$ cat config.mk
export PLATFORM = sky130hd
export DESIGN_NAME = mem_arbiter
export DESIGN_NICKNAME = d
export VERILOG_FILES = /design/src/rtl/mem_arbiter_pkg.sv /design/src/rtl/mem_arbiter.sv
export SDC_FILE = /design/constraint.sdc
export NUM_CORES = 1
export LEC_CHECK = 0
export ABC_AREA = 0
export BUFFER_PORTS_ARGS = -buffer_cell sky130_fd_sc_hd__buf_2
export CORE_MARGIN = 10
export CORE_UTILIZATION = 46
export CTS_BUF_LIST = sky130_fd_sc_hd__clkbuf_8 sky130_fd_sc_hd__clkbuf_16
export CTS_CLUSTER_SIZE = 20
export DETAILED_ROUTE_END_ITERATION = 7
export MAX_ROUTING_LAYER = met4
export PLACE_DENSITY = 0.8
export SLEW_MARGIN = 20
export SYNTH_ARGS = -nofsm -noshare
export SYNTH_HDL_FRONTEND = slang
export SYNTH_SLANG_ARGS = --single-unit
$ cat constraint.sdc
create_clock -name clk -period 6.7 [get_ports clk]
set_input_delay 1.34 -clock clk [delete_from_list [all_inputs] [get_ports clk]]
set_output_delay 1.34 -clock clk [all_outputs]
set_load 0.01 [all_outputs]
$ cat src/rtl/mem_arbiter_pkg.sv
// Shared encodings for the memory arbiter: FSM states, bus owner and
// latency-counter sizing. The hazard unit imports the same package so that
// both blocks decode the arbiter state identically.
package mem_arbiter_pkg;

  // Arbiter FSM states.
  typedef enum logic [1:0] {
    ST_IDLE  = 2'd0,
    ST_ISSUE = 2'd1,
    ST_WAIT  = 2'd2
  } arb_state_t;

  // Current (or last) owner of the memory port.
  typedef enum logic {
    OWN_I = 1'b0,
    OWN_D = 1'b1
  } owner_t;

  // Counter is sized for the largest supported latency (15).
  localparam int CNT_W   = $clog2(16);
  localparam int MAX_LAT = 15;

  // A lone requester wins; under contention D wins unless D had the
  // previous grant, which keeps the instruction side from starving.
  function automatic owner_t pick_winner(input logic   i_ok,
                                         input logic   d_req,
                                         input owner_t last_grant);
    owner_t win;
    if (d_req && (!i_ok || (last_grant != OWN_D))) begin
      win = OWN_D;
    end else begin
      win = OWN_I;
    end
    return win;
  endfunction

endpackage

$ cat src/rtl/mem_arbiter.sv
// Two-port (instruction fetch / data) arbiter in front of a single memory
// port with fixed read latency MEM_LAT (legal range 1..MAX_LAT). One
// transaction is in flight at a time: IDLE arbitrates, ISSUE strobes the
// command, WAIT counts down the latency and returns the read word to the
// owner. Fetches can be squashed by i_abort; the memory access is still
// drained so the memory never sees a cancelled command.
module mem_arbiter
  import mem_arbiter_pkg::*;
#(
  parameter int ADDR_W  = 32,
  parameter int DATA_W  = 32,
  parameter int MEM_LAT = 2
) (
  input  logic              clk,
  input  logic              rst,
  // instruction fetch port
  input  logic              i_req,
  input  logic [ADDR_W-1:0] i_addr,
  input  logic              i_abort,
  output logic              i_ready,
  output logic [DATA_W-1:0] i_rdata,
  // data port
  input  logic              d_req,
  input  logic              d_we,
  input  logic [ADDR_W-1:0] d_addr,
  input  logic [DATA_W-1:0] d_wdata,
  output logic              d_ready,
  output logic [DATA_W-1:0] d_rdata,
  // memory command port
  output logic              mem_en,
  output logic              mem_we,
  output logic [ADDR_W-1:0] mem_addr,
  output logic [DATA_W-1:0] mem_wdata,
  input  logic [DATA_W-1:0] mem_rdata
);

  arb_state_t       state_reg;
  owner_t           owner_reg;
  owner_t           last_grant_reg;
  logic [CNT_W-1:0] cnt_reg;
  logic             squash_reg;

  logic   i_ok;
  logic   any_req;
  logic   ready_pulse;
  logic   abort_hit;
  owner_t winner;

  // Request qualification: an aborting fetch is never granted, and nothing
  // is granted in the ready cycle because the finished requester is still
  // holding its request line during that cycle.
  always_comb begin
    i_ok        = i_req & ~i_abort;
    any_req     = i_ok | d_req;
    ready_pulse = i_ready | d_ready;
    abort_hit   = i_abort & (owner_reg == OWN_I);
    winner      = pick_winner(i_ok, d_req, last_grant_reg);
  end

  // Arbiter FSM with registered memory command and completion outputs.
  always_ff @(posedge clk or posedge rst) begin
    if (rst) begin
      state_reg      <= ST_IDLE;
      owner_reg      <= OWN_I;
      last_grant_reg <= OWN_I;
      cnt_reg        <= '0;
      squash_reg     <= 1'b0;
      mem_en         <= 1'b0;
      mem_we         <= 1'b0;
      mem_addr       <= '0;
      mem_wdata      <= '0;
      i_ready        <= 1'b0;
      i_rdata        <= '0;
      d_ready        <= 1'b0;
      d_rdata        <= '0;
    end else begin
      // pulses and read data default low; only the completion cycle raises them
      mem_en  <= 1'b0;
      i_ready <= 1'b0;
      i_rdata <= '0;
      d_ready <= 1'b0;
      d_rdata <= '0;

      case (state_reg)
        ST_IDLE: begin
          if (any_req && !ready_pulse) begin
            state_reg      <= ST_ISSUE;
            mem_en         <= 1'b1;
            owner_reg      <= winner;
            last_grant_reg <= winner;
            squash_reg     <= 1'b0;
            if (winner == OWN_D) begin
              mem_addr  <= d_addr;
              mem_wdata <= d_wdata;
              mem_we    <= d_we;
            end else begin
              mem_addr  <= i_addr;
              mem_wdata <= '0;
              mem_we    <= 1'b0;
            end
          end
        end

        ST_ISSUE: begin
          // command strobe is visible this cycle; start the latency count
          mem_we    <= 1'b0;
          cnt_reg   <= CNT_W'(MEM_LAT);
          state_reg <= ST_WAIT;
          if (abort_hit) begin
            squash_reg <= 1'b1;
          end
        end

        ST_WAIT: begin
          if (cnt_reg < CNT_W'(2)) begin
            // response is on mem_rdata now: hand it to the owner
            cnt_reg    <= '0;
            state_reg  <= ST_IDLE;
            squash_reg <= 1'b0;
            if (owner_reg == OWN_D) begin
              d_ready <= 1'b1;
              d_rdata <= mem_rdata;
            end else if (!squash_reg && !i_abort) begin
              i_ready <= 1'b1;
              i_rdata <= mem_rdata;
            end
          end else begin
            cnt_reg <= cnt_reg - CNT_W'(1);
            if (abort_hit) begin
              squash_reg <= 1'b1;
            end
          end
        end

        default: begin
          state_reg <= ST_IDLE;
        end
      endcase
    end
  end

endmodule

==> impl_metrics.csv, run 1 <==
group,metric,value,unit
final_layout,final.fill_count,923,
job,cap_violations,0,
drt,viasPerCell,4.95,
clock_tree,clk_latency,0.40,ns
floorplan,initial_utilization,46.7,%
setup_path,startpoint,"i_abort",
synthesis,yosysMostFrequentCell,"dfrtp_1",
sta,rsz0062_at_grt,"no",
placed_design,place_worst_setup_slack,3.30,ns
clock_tree,cts_resized,0,
synthesis,synth_edf_count,0,
sta,finalWorstSetupSlack,3.73,ns
sta,fin_worst_skew,0.00699,ns
grt,antenna_found_initial,1,
placed_design,dpl_cell_area,6700,um^2
setup_path,rr_startpoint,"last_grant_reg",
setup_path,reg2reg_to,"mem_wdata[1]",
min_path,hold_class,"register to register",
sta,slew_viol_final,0,
sta,slew_headroom,31.9,%
setup_path,required,7.04,ns
sta,min_period_over_period,44.3,%
sta,setup_tns,0,ns
setup_path,crit_fanout,33,
setup_path,cpMaxStageDelayCell,"nor2_4",
floorplan,core-area,11400,um^2
sta,fin_crit,2.97,ns
sta,final-hold-violation-count,0,
setup_path,crit_path_end,"mem_wdata[1]",
sta,setup_violations,0,
synthesis,synth-seq-cells,140,
drt,drt_iter0_drc,200,
floorplan,die_w,127,um
grt,grt_max_degree,101,
grt,grt_pass1_vias,4321,
synthesis,syn_inst,407,
synthesis,synth-async-reset-ratio,100,%
final_layout,drive_above_1_share,44.8,%
drt,drt_first_pass_iters,4,
floorplan,dieArea,16200,um^2
setup_path,cp-end-kind,"register",
synthesis,synth_ff_type,"dfrtp_1",
placed_design,place_hpwl,11700,um
clock_tree,clkSinkCount,140,
setup_path,critical_path_arrival,3.31,ns
sta,worstMarginPinSlew,1.02,ns
outcome,run_status,"finished, final reports clean",
synthesis,synth.avg_cell_area,13.0,um^2
synthesis,syn_nets,547,
pwr,static-leakage-power,0.00416,uW
setup_path,worstRegToRegCells,4,
synthesis,synth_top_area_share,66.0,%
setup_path,critical_path.startpoint_type,"input pin",
setup_path,cpPeakStageDelay,0.85,ns
drt,wl_per_cell,18.3,um
sta,fmax,337,MHz
synthesis,ys_seq_area_share,66.0,%
grt,grt-ovfl-total,0,
clock_tree,holdBufCountCts,0,
setup_path,r2r_slack,4.30,ns
clock_tree,h-tree-depth,4,
clock_tree,cts_tree,"yes",
final_layout,design_area,7270,um^2
synthesis,yosys.area.top_type,"dfrtp_1",
synthesis,yosys_warnings,0,
clock_tree,cts_buffers,17,
drt,vias,4082,
grt,grt_usage,18.6,%
placed_design,port_buffers,265,
clock_tree,cts_root_buf,"clkbuf_16",
floorplan,die-height,127,um
setup_path,path_cells,"buf_2, nand3b_1, nand2_2, nor2_4, a22o_1",
clock_tree,post_cts_buffers,0,
placed_design,gp_congestion,0.831,
synthesis,synth.cell_area,5310,um^2
clock_tree,clkTransAtPathRegs,0.06,ns
grt,grt_pass1_wl,23200,um
floorplan,io_pins,266,
pwr,cellPowerDensity,401,nW/um^2
floorplan,rows,39,
drt,route.detailed.drc,0,
clock_tree,max-clock-path-buffers,2,
final_layout,area_growth,37.0,%
synthesis,synth.distinct_cells,36,
synthesis,synthTopCellsByCount,"140 x dfrtp_1, 64 x and2_1, 35 x nand2_1",
synthesis,synthTopCellsByArea,"dfrtp_1 66%, and2_1 7.5%, mux2i_1 6.2%",
drt,wirelength,15100,um
pwr,ir_drop,0.000224,V
setup_path,worstSetupPathType,"input pin to register",
final_layout,finalNetCount,810,
drt,ant_nets,0,
==> area by class of cell <==
class	count	area [um^2]	share of cell area, %
Sequential cell	140	3500	48.2
Multi-Input combinational cell	235	1630	22.4
Timing Repair Buffer	268	1350	18.5
Clock buffer	19	453	6.23
Tap cell	143	179	2.46
Clock inverter	11	120	1.65
Inverter	8	35.0	0.482
Antenna cell	1	2.50	0.0344
==> power breakdown <==
| group | internal [uW] | switching (uW) | leakage, uW | total, uW |
|---|---|---|---|---|
| registers | 1060 | 118 | 0.00187 | 1180 |
| clock network | 562 | 340 | 0.000283 | 902 |
| logic | 357 | 478 | 0.00201 | 836 |
| total | 1980 | 936 | 0.00416 | 2920 |
==> how the worst min path moves through the flow <==
stage / start / end / depth (start not counted)
final: mem_addr[8] / mem_addr[8] / 2
after global routing: mem_addr[27] / mem_addr[27] / 2
after CTS: mem_addr[27] / mem_addr[27] / 2
after detailed placement: mem_addr[27] / mem_addr[27] / 2
after global placement: mem_addr[9] / mem_addr[9] / 2
after floorplan: mem_addr[30] / mem_addr[30] / 2
==> logic make-up (layout without fill, tap and decap cells) <==
family | after synthesis | count (layout) | share of synthesized area, %
AO/OA/AOI/OAI | 80 | 80 | 10.3
adder cells (fa/ha/maj) | 6 | 6 | 1.41
multiplexers | 35 | 35 | 6.72
flip-flops | 140 | 140 | 66.0
buffers and inverters | 32 | 306 | 3.44
other | 0 | 1 | 0
AND/OR/NAND/NOR | 114 | 114 | 12.1
==> placed cells by master, fill, tap and decap left out, types with 3 or more instances in the layout <==
cell type    n
clkinv_2     3
a22o_1      33
ha_1         6
a21oi_1      3
inv_1        8
inv_6        3
dfrtp_1    140
buf_2      265
mux2i_1     33
clkbuf_16   17
o21ai_1     30
o21ai_0      7
buf_4        3
and2_1      64
nand2_1     35
==> through the flow <==
stage / hold WS [ns] / instances / util, % / total power (uW)
floorplan: 0.514 / 407 / - / 1690
global placement: 0.465 / 794 / 58.9 / 2010
detailed placement: 0.470 / 794 / 58.9 / 2050
CTS: 0.483 / 824 / 63.9 / 2960
global route: 0.502 / 825 / 64.0 / 3090
finish: 0.479 / 825 / 64.0 / 2920
==> layer usage <==
layer  wire length [um]  track usage (%)
met5                  0                -
met4                227             6.97
met3               1690             8.60
met2               7380             29.6
met1               5820             20.0
==> critical path: cells and delay by family <==
kind	cells	cell delay, ns
AND/OR/NAND/NOR	3	1.57
AO/OA/AOI/OAI	1	0.24
buffers and inverters	1	0.13
Power figures use the tool's default switching activity.
==> inputs of run 2 (changes only) <==
==> constraint.sdc (replaced) <==
create_clock -name clk -period 2.75 [get_ports clk]
set_input_delay 0.55 -clock clk [delete_from_list [all_inputs] [get_ports clk]]
set_output_delay 0.55 -clock clk [all_outputs]
set_load 0.01 [all_outputs]
==> impl_metrics.csv, run 2 (synthesis gave the netlist of run 1 again) <==
group,metric,value,unit
sta,setup_tns,0,ns
sta,min_period_over_period,69.2,%
setup_path,critical_path.startpoint_type,"register",
final_layout,multi_input_area,1630,um^2
final_layout,final_cell_mix,"265 x buf_2, 140 x dfrtp_1, 64 x and2_1, 35 x nand2_1",
drt,viasPerCell,4.99,
pwr,static-leakage-power,0.00424,uW
floorplan,die-height,127,um
grt,grt_usage,19.3,%
final_layout,antenna_cells,0,
drt,wl_per_cell,18.4,um
final_layout,final.fill_count,883,
sta,final-hold-violation-count,0,
pwr,power,7470,uW
final_layout,seqCellArea,3500,um^2
final_layout,area_growth,39.6,%
job,cap_violations,0,
setup_path,worstSetupPathType,"register to register",
clock_tree,max-clock-path-buffers,2,
sta,rsz0062_at_grt,"no",
setup_path,crit_path_end,"mem_wdata[23]",
drt,vias,4133,
final_layout,drive_above_1_share,44.8,%
clock_tree,clk_latency,0.41,ns
clock_tree,cts_buffers,17,
clock_tree,h-tree-depth,4,
floorplan,io_pins,266,
sta,slew_viol_final,0,
sta,setup_violations,0,
clock_tree,cts_root_buf,"clkbuf_16",
grt,grt-ovfl-total,0,
outcome,run_status,"finished, final reports clean",
floorplan,initial_utilization,46.7,%
setup_path,critical_path_arrival,2.25,ns
grt,grt_pass1_vias,4554,
pwr,cellPowerDensity,1010,nW/um^2
sta,holdWs,0.244,ns
pwr,ir_drop,0.000604,V
sta,fin_crit,1.90,ns
drt,drt_first_pass_iters,4,
setup_path,r2r_slack,0.85,ns
placed_design,port_buffers,265,
setup_path,crit_fanout,33,
min_path,hold_class,"input pin to async pin",
setup_path,path_cells,"inv_1, ha_1, o211ai_4, nor2_4, a22o_1",
drt,wirelength,15300,um
drt,route.detailed.drc,0,
grt,grt_pass1_wl,23800,um
sta,worstMarginPinSlew,0.790,ns
placed_design,gp_congestion,0.816,
floorplan,core-area,11400,um^2
setup_path,cpMaxStageDelayCell,"nor2_4",
clock_tree,clkTransAtPathRegs,0.06,ns
grt,grt_max_degree,101,
floorplan,die_w,127,um
setup_path,reg2reg_to,"mem_wdata[23]",
setup_path,required,3.09,ns
sta,slew_headroom,47.3,%
placed_design,place_hpwl,11600,um
clock_tree,cts_tree,"yes",
sta,fmax,525,MHz
grt,antenna_found_initial,0,
clock_tree,post_cts_buffers,0,
setup_path,cp-end-kind,"register",
sta,fin_worst_skew,0.00564,ns
setup_path,startpoint,"state_reg[0]",
floorplan,dieArea,16200,um^2
setup_path,cpPeakStageDelay,0.64,ns
clock_tree,holdBufCountCts,0,
final_layout,final_common_cell,"buf_2",
final_layout,post-route-util,65.2,%
floorplan,rows,39,
drt,drt_iter0_drc,203,
setup_path,rr_startpoint,"state_reg[0]",
clock_tree,clkSinkCount,140,
setup_path,worstRegToRegCells,5,
drt,ant_nets,0,
final_layout,finalNetCount,813,
clock_tree,cts_resized,0,
run 2: changes by cell type in the layout (fill, tap and decap cells not counted), sizes merged:
cell      before  now
buf          268  271
bufinv         2    6
clkinv         4    3
inv           11   12
clkbuf        19   18
clkinvlp       2    1
diode          1    0
run 2: final cells by class:
type	count	share of cell area, %
Tap cell	143	2.41
Inverter	8	0.456
Timing Repair Buffer	271	18.8
Clock buffer	18	5.93
Multi-Input combinational cell	235	22.0
Sequential cell	140	47.3
Clock inverter	14	3.06
run 2: worst min path at each step:
| stage | endpoint | slack, ns | cells past startpoint | from |
|---|---|---|---|---|
| final | d_rdata[7] | 0.24 | 3 | rst |
| after global routing | d_rdata[7] | 0.27 | 3 | rst |
| after CTS | d_rdata[7] | 0.25 | 3 | rst |
| after detailed placement | mem_addr[3] | 0.47 | 2 | mem_addr[3] |
| after global placement | mem_addr[30] | 0.46 | 2 | mem_addr[30] |
| after floorplan | mem_addr[30] | 0.51 | 2 | mem_addr[30] |
run 2: stage by stage:
stage,instance area (um^2),std cells,setup slack [ns]
2_1_floorplan,5310,407,0.451
3_3_place_gp,6740,797,0.806
3_5_place_dp,6740,797,0.731
4_1_cts,7410,829,0.841
5_1_grt,7410,829,0.711
6_report,7410,829,0.846
run 2: critical path: cells and delay by family, from the launching register on:
family | cells | cell delay (ns)
AOI/OAI and AO/OA | 2 | 0.38
and+or+nand+nor | 1 | 0.64
DFF | 1 | 0.42
buffers and inverters | 1 | 0.12
adders and majority gates | 1 | 0.27
run 2: metal layers:
layer	GRT usage [%]	vias to the layer above	wire (um)
met1	19.8	1949	5720
met2	30.6	232	7430
met3	9.84	34	1790
li1	-	1918	-
met5	-	-	0
met4	8.10	0	338
run 2: where the power goes:
| part | switching, uW | internal (uW) |
|---|---|---|
| clock | 817 | 1710 |
| sequential | 294 | 2590 |
| combinational | 1170 | 890 |
| total | 2280 | 5190 |
==> inputs of run 3 (changes only) <==
--- a/config.mk
+++ b/config.mk
@@ -8,12 +8,12 @@
 export ABC_AREA = 0
 export BUFFER_PORTS_ARGS = -buffer_cell sky130_fd_sc_hd__buf_2
 export CORE_MARGIN = 10
-export CORE_UTILIZATION = 46
+export CORE_UTILIZATION = 41
 export CTS_BUF_LIST = sky130_fd_sc_hd__clkbuf_8 sky130_fd_sc_hd__clkbuf_16
 export CTS_CLUSTER_SIZE = 20
 export DETAILED_ROUTE_END_ITERATION = 7
 export MAX_ROUTING_LAYER = met4
-export PLACE_DENSITY = 0.8
+export PLACE_DENSITY = 0.76
 export SLEW_MARGIN = 20
 export SYNTH_ARGS = -nofsm -noshare
 export SYNTH_HDL_FRONTEND = slang
==> constraint.sdc (replaced) <==
create_clock -name clk -period 1.6 [get_ports clk]
set_input_delay 0.32 -clock clk [delete_from_list [all_inputs] [get_ports clk]]
set_output_delay 0.32 -clock clk [all_outputs]
set_load 0.01 [all_outputs]
==> impl_metrics.csv, run 3 (synthesis gave the netlist of run 1 again) <==
group,metric,value,unit
sta,final-hold-violation-count,0,
pwr,swShare,32.4,%
setup_path,path_common_cell,"buf_6",
pwr,ir_drop,0.000758,V
final_layout,layoutNonFillerInstCount,886,
sta,slew_viol_final,0,
clock_tree,clkSinkCount,140,
final_layout,area_growth,46.0,%
clock_tree,max-clock-path-buffers,2,
clock_tree,cts_tree,"yes",
placed_design,place_hpwl,12500,um
grt,grt-ovfl-total,0,
floorplan,dieArea,17900,um^2
pwr,power,12800,uW
grt,grt_max_degree,67,
placed_design,port_buffers,265,
pwr,p_switching,4140,uW
drt,drt_iter0_drc,190,
setup_path,cpMaxStageDelayCell,"dfrtp_1",
clock_tree,clk_latency,0.41,ns
grt,grt_usage,18.8,%
setup_path,worstSetupPathType,"register to register",
drt,wirelength,17100,um
floorplan,initial_utilization,41.9,%
clock_tree,h-tree-depth,4,
pwr,power_frac_comb,31.7,%
sta,rsz0062_at_grt,"yes",
setup_path,required,1.95,ns
sta,setup_tns,0,ns
final_layout,design_area,7750,um^2
final_layout,final_common_cell,"buf_2",
pwr,cellPowerDensity,1650,nW/um^2
clock_tree,clkTransAtPathRegs,0.06,ns
floorplan,die_w,134,um
final_layout,drive_above_1_share,49.4,%
drt,wl_per_cell,19.3,um
sta,fin_crit,1.59,ns
outcome,run_status,"finished, final reports clean",
sta,fin_worst_skew,0.00978,ns
setup_path,critical_path_arrival,1.94,ns
floorplan,rows,41,
floorplan,die-height,134,um
floorplan,io_pins,266,
final_layout,final.fill_count,1031,
min_path,hold_class,"input pin to register",
sta,slew_headroom,65.8,%
drt,vias,4209,
setup_path,critical_path.startpoint_type,"register",
pwr,power_frac_seq,38.6,%
grt,antenna_found_initial,1,
drt,route.detailed.drc,0,
pwr,static-leakage-power,0.00437,uW
sta,min_period_over_period,99.5,%
sta,worstMarginPinSlew,0.511,ns
final_layout,final_cell_mix,"265 x buf_2, 138 x dfrtp_1, 56 x and2_1, 34 x nand2_1",
sta,fmax,628,MHz
placed_design,gp_congestion,0.852,
drt,ant_nets,0,
grt,grt_pass1_wl,25500,um
setup_path,cp-end-kind,"register",
setup_path,path_cells,"inv_2, buf_6, ha_4, nand2_4, nor4_4, buf_6, clkbuf_16, and2_4",
drt,drt_first_pass_iters,4,
setup_path,cpPeakStageDelay,0.39,ns
setup_path,crit_fanout,8,
grt,grt_pass1_vias,4666,
clock_tree,cts_root_buf,"clkbuf_16",
sta,setup_violations,0,
pwr,p_clk_share,29.7,%
pwr,internal-power,8640,uW
placed_design,dp.cells,847,
drt,viasPerCell,4.75,
placed_design,dpl_cell_area,6990,um^2
job,cap_violations,0,
floorplan,core-area,12700,um^2
clock_tree,cts_buffers,17,
final_layout,finalNetCount,841,
## run 3: final timing paths
path                               from            end  slack, ns  cells after the start
min in group asynchronous           rst    d_rdata[21]       0.47                      3
hold reg to reg            mem_addr[15]   mem_addr[15]       0.48                      2
max in group asynchronous           rst   mem_addr[10]       0.54                      4
setup / recovery           state_reg[0]     i_rdata[9]      0.008                      8
hold / removal              d_wdata[21]  mem_wdata[21]       0.12                      2
setup reg to reg           state_reg[0]     i_rdata[9]      0.008                      8
## run 3: area by class of cell
type	count	area, um^2	area share [%]
diodes	1	2.50	0.0323
clock buffers	19	453	5.84
clock inverters	12	124	1.60
inverters	8	33.8	0.436
multi-input cells	236	1710	22.1
flip-flops and latches	140	3510	45.2
well taps	172	215	2.78
repair buffers	298	1700	22.0
## run 3: what timing repair did
action                     4_1_cts  5_1_grt
hold buffers                     1        0
gates cloned                     1        3
setup buffers                    0        2
setup endpoints to repair       35       24
pin swaps                        1        8
hold endpoints to repair         9        0
gates resized for setup          7       19
## run 3: metal layers
layer,GRT usage [%],vias up,share of wire [%]
met4,6.95,0,1.9
met5,-,-,0
li1,-,1973,-
met2,29.8,209,49
met1,19.9,2007,39
met3,9.67,20,10
## run 3: stage by stage
step           hold slack [ns]  worst slack (ns)  utilization, %
2_1_floorplan            0.449            -0.469               -
3_3_place_gp             0.341            -0.114            55.1
3_5_place_dp             0.347            -0.233            55.1
4_1_cts                 0.0997            0.0220            60.0
5_1_grt                  0.103           -0.0286            61.2
6_report                 0.117           0.00809            61.2
## run 3: critical path, delay by kind of cell, from the launching register on
family	cells	cell delay, ns
adder cells (fa/ha/maj)	1	0.16
buffers and inverters	4	0.54
flip-flops	1	0.39
AND/OR/NAND/NOR	3	0.44
## run 3: power groups by stage
stage / Combinational (uW) / Sequential, uW / Clock (uW)
after floorplan: 1720 / 5360 / 0
after global placement: 3760 / 4930 / 0
after detailed placement: 3930 / 4970 / 0
after CTS: 4030 / 4920 / 3890
after global routing: 4470 / 5040 / 4050
final: 4060 / 4930 / 3800
